**src/rtl/alu_pkg.sv**
```systemverilog
// Shared execute-stage constants: alu_ctrl encodings and divider state type.
// Latency: n/a (declarations only).
// Backpressure: n/a (declarations only).
package alu_pkg;

  // alu_ctrl encodings shared by the alu and div_unit.
  // Encodings 1100-1111 belong to the divider.
  localparam logic [3:0] ALU_ADD  = 4'b0000;
  localparam logic [3:0] ALU_SUB  = 4'b0001;
  localparam logic [3:0] ALU_SLL  = 4'b0010;
  localparam logic [3:0] ALU_SLT  = 4'b0011;
  localparam logic [3:0] ALU_SLTU = 4'b0100;
  localparam logic [3:0] ALU_XOR  = 4'b0101;
  localparam logic [3:0] ALU_SRL  = 4'b0110;
  localparam logic [3:0] ALU_SRA  = 4'b0111;
  localparam logic [3:0] ALU_OR   = 4'b1000;
  localparam logic [3:0] ALU_AND  = 4'b1001;
  localparam logic [3:0] ALU_DIV  = 4'b1100;
  localparam logic [3:0] ALU_DIVU = 4'b1101;
  localparam logic [3:0] ALU_REM  = 4'b1110;
  localparam logic [3:0] ALU_REMU = 4'b1111;

  typedef enum logic [1:0] {
    DIV_IDLE = 2'd0,
    DIV_CALC = 2'd1,
    DIV_DONE = 2'd2
  } div_state_e;

endpackage

```
**src/rtl/div_unit_if.sv**
```systemverilog
// Request/response bundle between the execute stage and div_unit.
// Latency: n/a (wiring only).
// Backpressure: none; busy tells the hazard unit to hold the request stable.
// Ports: start/alu_op1/alu_op2/alu_ctrl/flush from the pipeline,
//        busy/valid/div_out back from the divider.
interface div_unit_if #(
  parameter int WIDTH = 32
);
  logic             start;
  logic [WIDTH-1:0] alu_op1;
  logic [WIDTH-1:0] alu_op2;
  logic [3:0]       alu_ctrl;
  logic             flush;
  logic             busy;
  logic             valid;
  logic [WIDTH-1:0] div_out;

  modport master (
    output start, alu_op1, alu_op2, alu_ctrl, flush,
    input  busy, valid, div_out
  );

  modport slave (
    input  start, alu_op1, alu_op2, alu_ctrl, flush,
    output busy, valid, div_out
  );
endinterface

```
**src/rtl/div_unit.sv**
```systemverilog
// Multi-cycle RV32M DIV/DIVU/REM/REMU unit (radix-2 restoring, one quotient bit per cycle).
// Latency: valid WIDTH+1 cycles after the accepting edge; divide-by-zero and signed overflow in 1.
// Backpressure: none; busy (registered) stalls the pipeline, flush aborts, start ignored while busy.
// Ports: clk, rst_n (async, active low); bus (slave) carries start, alu_op1 (dividend),
//        alu_op2 (divisor), alu_ctrl, flush in and busy, valid, div_out out.
module div_unit
  import alu_pkg::*;
#(
  parameter int WIDTH = 32
) (
  input  logic       clk,
  input  logic       rst_n,
  div_unit_if.slave  bus
);

  localparam int CNT_W = $clog2(WIDTH);
  localparam logic [WIDTH-1:0] MOST_NEG = {1'b1, {(WIDTH-1){1'b0}}};

  div_state_e       state_q, state_d;
  logic [CNT_W-1:0] cnt_q, cnt_d;
  logic [WIDTH-1:0] rem_q, rem_d;       // running remainder (always < divisor)
  logic [WIDTH-1:0] quo_q, quo_d;       // dividend bits shift out, quotient bits shift in
  logic [WIDTH-1:0] dvsr_q, dvsr_d;     // divisor magnitude
  logic             rem_sel_q, rem_sel_d;
  logic             neg_quo_q, neg_quo_d;
  logic             neg_rem_q, neg_rem_d;
  logic [WIDTH-1:0] div_out_q, div_out_d;

  logic             accept;
  logic             is_signed;
  logic             a_neg, b_neg;
  logic [WIDTH-1:0] a_mag, b_mag;
  logic [WIDTH:0]   shifted;            // WIDTH+1-bit partial remainder
  logic [WIDTH:0]   diff;
  logic [WIDTH-1:0] rem_step, quo_step;
  logic [WIDTH-1:0] res_quo, res_rem;
  logic             busy_o, valid_o;

  // Operand conditioning for a new request.
  always_comb begin
    is_signed = ~bus.alu_ctrl[0];
    a_neg     = is_signed & bus.alu_op1[WIDTH-1];
    b_neg     = is_signed & bus.alu_op2[WIDTH-1];
    a_mag     = a_neg ? -bus.alu_op1 : bus.alu_op1;
    b_mag     = b_neg ? -bus.alu_op2 : bus.alu_op2;
  end

  // One restoring step: shift in the next dividend bit, keep the difference
  // only when it did not go negative (sign bit of the WIDTH+1-bit result).
  always_comb begin
    shifted = {rem_q, quo_q[WIDTH-1]};
    diff    = shifted - {1'b0, dvsr_q};
    if (diff[WIDTH]) begin
      rem_step = shifted[WIDTH-1:0];
      quo_step = {quo_q[WIDTH-2:0], 1'b0};
    end else begin
      rem_step = diff[WIDTH-1:0];
      quo_step = {quo_q[WIDTH-2:0], 1'b1};
    end
    // Sign correction applied to the final step's outputs.
    res_quo = neg_quo_q ? -quo_step : quo_step;
    res_rem = neg_rem_q ? -rem_step : rem_step;
  end

  always_comb begin
    state_d   = state_q;
    cnt_d     = cnt_q;
    rem_d     = rem_q;
    quo_d     = quo_q;
    dvsr_d    = dvsr_q;
    rem_sel_d = rem_sel_q;
    neg_quo_d = neg_quo_q;
    neg_rem_d = neg_rem_q;
    div_out_d = div_out_q;
    busy_o    = (state_q == DIV_CALC);
    valid_o   = (state_q == DIV_DONE);

    accept = bus.start && !bus.flush && (state_q != DIV_CALC) &&
             (bus.alu_ctrl inside {ALU_DIV, ALU_DIVU, ALU_REM, ALU_REMU});

    if (bus.flush) begin
      // Abort from any state; div_out keeps its last result.
      state_d = DIV_IDLE;
    end else begin
      case (state_q)
        DIV_IDLE, DIV_DONE: begin
          state_d = DIV_IDLE;
          if (accept) begin
            rem_sel_d = bus.alu_ctrl[1];
            if (bus.alu_op2 == '0) begin
              // Divide by zero: quotient all ones, remainder is the dividend.
              div_out_d = bus.alu_ctrl[1] ? bus.alu_op1 : '1;
              state_d   = DIV_DONE;
            end else if (is_signed && (bus.alu_op1 == MOST_NEG) && (bus.alu_op2 == '1)) begin
              // Signed overflow: quotient wraps to the most negative value.
              div_out_d = bus.alu_ctrl[1] ? '0 : MOST_NEG;
              state_d   = DIV_DONE;
            end else begin
              quo_d     = a_mag;
              rem_d     = '0;
              dvsr_d    = b_mag;
              cnt_d     = CNT_W'(WIDTH - 1);
              neg_quo_d = a_neg ^ b_neg;
              neg_rem_d = a_neg;
              state_d   = DIV_CALC;
            end
          end
        end
        DIV_CALC: begin
          rem_d = rem_step;
          quo_d = quo_step;
          cnt_d = cnt_q - CNT_W'(1);
          if (cnt_q == '0) begin
            div_out_d = rem_sel_q ? res_rem : res_quo;
            state_d   = DIV_DONE;
          end
        end
        default: state_d = DIV_IDLE;
      endcase
    end
  end

  always_ff @(posedge clk or negedge rst_n) begin
    if (!rst_n) begin
      state_q   <= DIV_IDLE;
      cnt_q     <= '0;
      rem_q     <= '0;
      quo_q     <= '0;
      dvsr_q    <= '0;
      rem_sel_q <= 1'b0;
      neg_quo_q <= 1'b0;
      neg_rem_q <= 1'b0;
      div_out_q <= '0;
    end else begin
      state_q   <= state_d;
      cnt_q     <= cnt_d;
      rem_q     <= rem_d;
      quo_q     <= quo_d;
      dvsr_q    <= dvsr_d;
      rem_sel_q <= rem_sel_d;
      neg_quo_q <= neg_quo_d;
      neg_rem_q <= neg_rem_d;
      div_out_q <= div_out_d;
    end
  end

  assign bus.busy    = busy_o;
  assign bus.valid   = valid_o;
  assign bus.div_out = div_out_q;

endmodule

```
**src/flat_wrapper.sv**
```systemverilog
// flat-port wrapper written by rule: the top's interface ports become plain ports
module div_unit_flat import alu_pkg::*;
#(
  parameter int WIDTH = 32
)
  (clk, rst_n, bus_start, bus_alu_op1, bus_alu_op2, bus_alu_ctrl, bus_flush, bus_busy, bus_valid, bus_div_out);
  div_unit_if #(.WIDTH(WIDTH)) bus_i ();
  input  logic clk;
  input  logic rst_n;
  input wire logic [$bits(bus_i.start)-1:0] bus_start;
  input wire logic [$bits(bus_i.alu_op1)-1:0] bus_alu_op1;
  input wire logic [$bits(bus_i.alu_op2)-1:0] bus_alu_op2;
  input wire logic [$bits(bus_i.alu_ctrl)-1:0] bus_alu_ctrl;
  input wire logic [$bits(bus_i.flush)-1:0] bus_flush;
  output wire logic [$bits(bus_i.busy)-1:0] bus_busy;
  output wire logic [$bits(bus_i.valid)-1:0] bus_valid;
  output wire logic [$bits(bus_i.div_out)-1:0] bus_div_out;
  assign bus_i.start = bus_start;
  assign bus_i.alu_op1 = bus_alu_op1;
  assign bus_i.alu_op2 = bus_alu_op2;
  assign bus_i.alu_ctrl = bus_alu_ctrl;
  assign bus_i.flush = bus_flush;
  assign bus_busy = bus_i.busy;
  assign bus_valid = bus_i.valid;
  assign bus_div_out = bus_i.div_out;
  div_unit #(.WIDTH(WIDTH)) u_core (.clk(clk), .rst_n(rst_n), .bus(bus_i));
endmodule
```
**config.mk**
```make
export PLATFORM = sky130hd
export DESIGN_NAME = div_unit_flat
export DESIGN_NICKNAME = d
export VERILOG_FILES = /design/src/rtl/alu_pkg.sv /design/src/rtl/div_unit_if.sv /design/src/rtl/div_unit.sv /design/src/flat_wrapper.sv
export SDC_FILE = /design/constraint.sdc
export NUM_CORES = 1
export LEC_CHECK = 0
export BUFFER_PORTS_ARGS = -buffer_cell sky130_fd_sc_hd__buf_2
export CAP_MARGIN = 25
export CORE_MARGIN = 3
export CORE_UTILIZATION = 53
export DETAILED_ROUTE_END_ITERATION = 8
export PLACE_DENSITY_LB_ADDON = 0.1
export SKIP_LAST_GASP = 1
export SYNTH_ARGS = -nofsm -noshare
export SYNTH_HDL_FRONTEND = slang
export SYNTH_SLANG_ARGS = --single-unit
```
**constraint.sdc**
```tcl
create_clock -name clk -period 14 [get_ports clk]
set_input_delay 1.4 -clock clk [delete_from_list [all_inputs] [get_ports clk]]
set_output_delay 1.4 -clock clk [all_outputs]
set_load 0.02 [all_outputs]
```
# Word level (Yosys, flattened, before mapping)
# Cells that the tools add are included.
[word_totals]
reg_bits = 138
input_bits = 72
output_inout_bits = 34
[op_classes]
addsub = 6
eq_ne = 15
muxes = 32
n_bitwise = 7
reduce_logical = 16
[ops]
columns = ["operator", "count"]
rows = [
  ["32-bit 2-to-1 mux", 18],
  ["32-bit one-hot mux with 2 select lines", 3],
  ["32-bit negation", 4],
  ["32-bit equality test (second input constant)", 2],
  ["33-bit by 32-bit subtractor with 33-bit output", 1],
  ["32-bit logical NOT", 1],
  ["4-bit equality test (second input constant)", 4],
  ["5-bit 2-to-1 mux", 3],
  ["5-bit AND reduction", 3],
  ["2-bit 2-to-1 mux", 5],
  ["5-bit one-hot mux with 2 select lines", 1],
  ["2-bit by 1-bit inequality test with 1-bit output (second input constant)", 3],
  ["1-bit logical AND", 5],
  ["5-bit logical NOT", 1],
  ["5-bit by 1-bit subtractor with 5-bit output (second input constant)", 1],
  ["2-bit inequality test (second input constant)", 2],
  ["1-bit inverter", 4],
  ["2-bit one-hot mux with 2 select lines", 1],
  ["4-bit nonzero test", 1],
  ["3-bit by 1-bit inequality test with 1-bit output (second input constant)", 1],
  ["3-bit by 2-bit inequality test with 1-bit output (second input constant)", 1],
  ["3-bit AND reduction", 1],
  ["1-bit AND", 2],
  ["2-bit by 1-bit equality test with 1-bit output (second input constant)", 1],
  ["other kinds (7)", 7],
]

# Logic depth before layout (Yosys ltp)
[logic_depth]
depth_word = 8
mapped_depth = 22
ltp_nobuf = 21

# Worst setup path after synthesis
# OpenSTA, ideal clock, no wires.
[synth_timing]
kind = "register to register"
start = "register u_core.quo_q[31]"
end = "register u_core.div_out_q[24] (netlist: u_core.bus.div_out[24])"
arrival_time_ps = 5349
required_time_ps = 13875
slack_ps = 8526
path_stages_with_launch = 23
synth_period_minus_slack_ps = 5474
path_cell_list = "dfrtp_1 -> inv_1 -> ha_1 -> fa_1 -> nand2b_1 -> a211oi_1 -> o2111ai_1 -> a31oi_1 -> nor3_2 -> nor2_4 -> buf_1 -> clkbuf_1 -> nand2_1 -> o21ai_0 -> ha_1 -> inv_1 -> or4_1 -> nor4b_1 -> o211ai_1 -> o41ai_1 -> xnor2_1 -> a21boi_1 -> mux2_2"
[synth_via]
elab_chain_cells = 7
elab_cells_between_ends = 10
cone_classes = "3 x add/sub; 7 x mux"
[synth_rtl]
columns = ["element", "line", "text"]
rows = [
  ["start: declaration", "div_unit.sv:22", "logic [WIDTH-1:0] quo_q, quo_d;"],
  ["start signal: assignment", "div_unit.sv:138", "quo_q <= quo_d;"],
  ["33-bit by 32-bit subtractor with 33-bit output", "div_unit.sv:52", "diff = shifted - {1'b0, dvsr_q};"],
  ["1-bit 2-to-1 mux or 32-bit 2-to-1 mux (tied branches)", "div_unit.sv:53", "if (diff[WIDTH]) begin"],
  ["32-bit negation, on equally long branches", "div_unit.sv:61, div_unit.sv:62", ""],
  ["32-bit 2-to-1 mux, on equally long branches", "div_unit.sv:61, div_unit.sv:62", ""],
  ["32-bit 2-to-1 mux *", "div_unit.sv:114", "div_out_d = rem_sel_q ? res_rem : res_quo;"],
  ["32-bit 2-to-1 mux *", "div_unit.sv:113", "if (cnt_q == '0) begin"],
  ["32-bit one-hot mux with 2 select lines *", "div_unit.sv:85", "case (state_q)"],
  ["end signal: assignment", "div_unit.sv:143", "div_out_q <= div_out_d;"],
  ["end: declaration", "div_unit.sv:27", "logic [WIDTH-1:0] div_out_q, div_out_d;"],
]
# Every way passes the cells marked *; elsewhere a longest branch is shown, timed or not. The select of a mux whose other input is x is not followed.
# A chain may end at the register's enable or synchronous reset.

# Final worst setup path
[layout_timing]
start = "register u_core.quo_q[31]"
end = "register u_core.div_out_q[30] (netlist: u_core.bus.div_out[30])"
# The elaborated chain is that of the path after synthesis.

==> key figures <==
Final layout
  • Final #Nets: 1,616
  • Post-layout util: 0.605
  • Area occupied by registers: 0.00345 sq mm
  • # fillers: 1,971
  • Inserted Diodes: 0
  • Proportion of layout cells with a drive suffix above 1: 0.121
  • Layout Cells excl Fill: 1,792
  • Layout area overhead: 12.0%
  • Area occupied by multi-input gates: 0.00741 sq mm

Timing
  • RSZ-0062 raised after global routing: no
  • Slew @ Worst Pin: 0.979 ns
  • Tcrit/Tclk final: 0.495
  • Final hold slack: 0.474 ns
  • Slew Viols, Final: 0
  • Worst-case clock skew: 0.0109 ns
  • Final hold vios: 0
  • Setup-failing EPs final: 0
  • F_max: 144 MHz
  • Slew margin rel.: 0.339
  • Tmin final: 6.93 ns
  • Setup TNS: 0 ns

Power and ir drop
  • Sequential share of power: 0.234
  • P_leak: 5.34 nW
  • Clock share of power: 0.166
  • Logic pwr share: 0.600
  • VDD IR-drop max: 0.127 mV
  • Pwr/cell area: 245 mW/mm^2
  • Internal Power: 1.57 mW
  • Sw Ratio: 0.498
  • NetSw: 1.56 mW

Clock tree
  • Post-CTS repair timing setup buffer count: 0
  • Cts repair resizes: 0
  • CTS clk-pin slew, worst paths: 0.07 ns
  • CTS Buf Count: 17
  • Clock root buffer: clkbuf_16
  • CTS tree: built
  • Later-pin clock latency in the skew report: 0.43 ns
  • Clock sinks: 138
  • CTS H-Tree Depth: 4
  • CTS Hold Bufs: 0
  • CTS Buffer Depth: 2

Critical path
  • Worst Path Max Fanout: 37
  • Required @ worst endpoint: 14.31 ns
  • Crit-path max cell delay: 0.55 ns
  • Critical setup path kind: flip-flop to flip-flop
  • Crit. End Element: flip-flop
  • Critical path arrival: 7.24 ns
  • Critical path cell sequence: inv_1, ha_1, fa_1, nand2b_1, a211oi_1, o2111ai_1, a31oi_1, nor3_2, nor2_4, buf_4, inv_2, a21oi_1, ha_1, inv_1, or4_1, nor4b_1, o211ai_1, nor4_4, o211ai_1, nor2b_1, or3_1
  • Startpoint types: flip-flop
  • Buf+Inv Stages, Crit Path: 4
  • Family with the most delay on the worst path: simple AND/OR/NAND/NOR gates
  • CP max-delay cell: or4_1

Floorplanning
  • Die Area: 0.0233 sq mm
  • Die Ht: 153 um
  • Initial core utilization: 0.540
  • IO Pins: 106
  • Number of cell rows: 53
  • DIE WIDTH: 153 um
  • Core area: 0.0211 sq mm

Yosys
  • Top-area cell type share of the netlist area: 0.303
  • Synth cell count leaders: 147 x o21ai_0, 139 x a21oi_1, 139 x nor2_1, 138 x dfrtp_1, 122 x nand2_1
  • Ys flop type: dfrtp_1
  • Most common cell in the synthesized netlist: o21ai_0
  • YS warnings: 0
  • Yosys reg bits: 138
  • Avg Cell Area, Syn: 7.89 sq um
  • Mapped cell area: 0.0114 sq mm
  • Register area share after synthesis: 0.303
  • Ranking of synthesized cells by area: dfrtp_1 30%, o21ai_0 6.5%, a21oi_1 6.1%
  • Netlist cell types: 75
  • Area leader, netlist: dfrtp_1
  • Post-synth ARST share: 1.00
  • Syn Nets: 1,556
  • Cells after Synth: 1,444
  • Post-synth EDFFs: 0

Drt
  • Drt first pass iters: 5
  • Final wirelength: 38,400 um
  • Detail Route Antenna Nets: 0
  • Residual DRC: 0
  • Vias: 11,500
  • Drt first-iter violations: 1,099
  • Number of vias per cell: 6.39
  • Routed len/inst: 21.4 um

Run status
  • Run status: complete, no violations

Global routing
  • Global-route wire length before repair: 60,100 um
  • Pin count of the biggest net entering global routing: 91
  • Gr usage total: 0.320
  • Grt total ovfl: 0
  • Initial antenna violation count: 0
  • Vias in the first global route: 10,500

Worst hold path
  • Hold crit path type: flip-flop to flip-flop

Placement
  • PortBufs: 105
  • Placed Cells: 1,759
  • RePlAce Congestion: 0.937
  • Detailed Place HPWL: 28,800 um

Job
  • Max-cap violations: 0
[logic make-up (layout without fill, tap and decap cells)]
group,count (synthesis),after routing,share of synthesized area
xor+xnor,137,137,0.105
mux,35,35,0.0315
fa+ha+maj,40,40,0.0446
compound gates,493,493,0.271
buf+inv,140,213,0.0471
flops,138,138,0.303
simple gates,461,461,0.197
[area by class of cell]
| type | instances | share of cell area |
|---|---|---|
| clock inverter | 15 | 0.0186 |
| inverter | 57 | 0.0168 |
| tap | 275 | 0.0270 |
| clock buffer | 17 | 0.0333 |
| multi-input combinational | 1166 | 0.580 |
| sequential | 138 | 0.271 |
| timing repair buffer | 124 | 0.0532 |
[flip-flops by register name, summed over array words and instances, names as in the netlist, 2 cells and up]
register,cells
u_core.rem_q,32
u_core.dvsr_q,32
u_core.cnt_q,5
u_core.state_q,2
u_core.bus.div_out,32
u_core.quo_q,32
[metal layers]
layer | GRT usage | wire length [um] | share of wire
met5 | 0 | 0 | 0
met4 | 0.0827 | 753 | 0.020
met3 | 0.0775 | 3160 | 0.082
met2 | 0.475 | 17000 | 0.44
met1 | 0.471 | 17600 | 0.46
[stage by stage]
| stage | total power, mW | worst slack, ns | instance area (sq um) |
|---|---|---|---|
| after floorplan | 2.07 | 8.53 | 11400 |
| after global placement | 2.55 | 7.51 | 12100 |
| after detailed placement | 2.57 | 7.29 | 12100 |
| after CTS | 3.10 | 7.26 | 12700 |
| after global routing | 3.35 | 6.74 | 12800 |
| final | 3.13 | 7.07 | 12800 |
[final timing paths]
kind | start | to | slack (ns) | cells past startpoint
max | u_core.quo_q[31]$_DFFE_PN0P_ | u_core.bus.div_out[30]$_DFFE_PN0P_ | 7.07 | 21
min reg2reg | u_core.bus.div_out[1]$_DFFE_PN0P_ | u_core.bus.div_out[1]$_DFFE_PN0P_ | 0.47 | 2
max reg2reg | u_core.quo_q[31]$_DFFE_PN0P_ | u_core.bus.div_out[30]$_DFFE_PN0P_ | 7.07 | 21
max in group asynchronous | rst_n | u_core.rem_q[10]$_DFFE_PN0P_ | 11.69 | 2
min in group asynchronous | rst_n | u_core.dvsr_q[30]$_DFFE_PN0P_ | 1.05 | 1
min | u_core.bus.div_out[1]$_DFFE_PN0P_ | u_core.bus.div_out[1]$_DFFE_PN0P_ | 0.47 | 2
[placed cells by master (no fill, tap or decap), types with 7 or more instances in the layout]
cell type and n:
nand3_1 19, a22oi_1 15, xnor2_1 78, or4_1 13, o21ai_0 147, clkbuf_16 17, ha_1 39, nor3_1 44
nand2b_1 16, a221o_1 19, a31oi_1 23, xor2_1 59, o41ai_1 14, nor2_1 138, dfrtp_1 138, o21a_1 12
nor4_1 15, buf_2 104, mux2i_1 28, and2_1 12, or3_1 23, nand2_1 121, a21o_1 11, o211ai_1 12
a21oi_1 139, o31ai_1 23, mux2_2 7, o21ai_1 8, buf_4 18, inv_1 56, nor2b_1 9, a211oi_1 17
nand4_1 17
[worst register-to-register path, delay by kind of cell, from the launching register on]
family,cells,cell delay [ns]
compound gates,6,1.89
fa+ha+maj,3,0.91
buf+inv,4,1.00
flops,1,0.37
simple gates,8,2.66
[power groups by stage]
stage	combinational, mW	clock (mW)	sequential [mW]
2_1_floorplan	1.36	0	0.709
3_5_place_dp	1.84	0	0.731
6_report	1.88	0.521	0.732
3_3_place_gp	1.83	0	0.725
4_1_cts	1.85	0.523	0.725
5_1_grt	2.06	0.544	0.747
No activity file was read; power rests on OpenSTA's default activity.
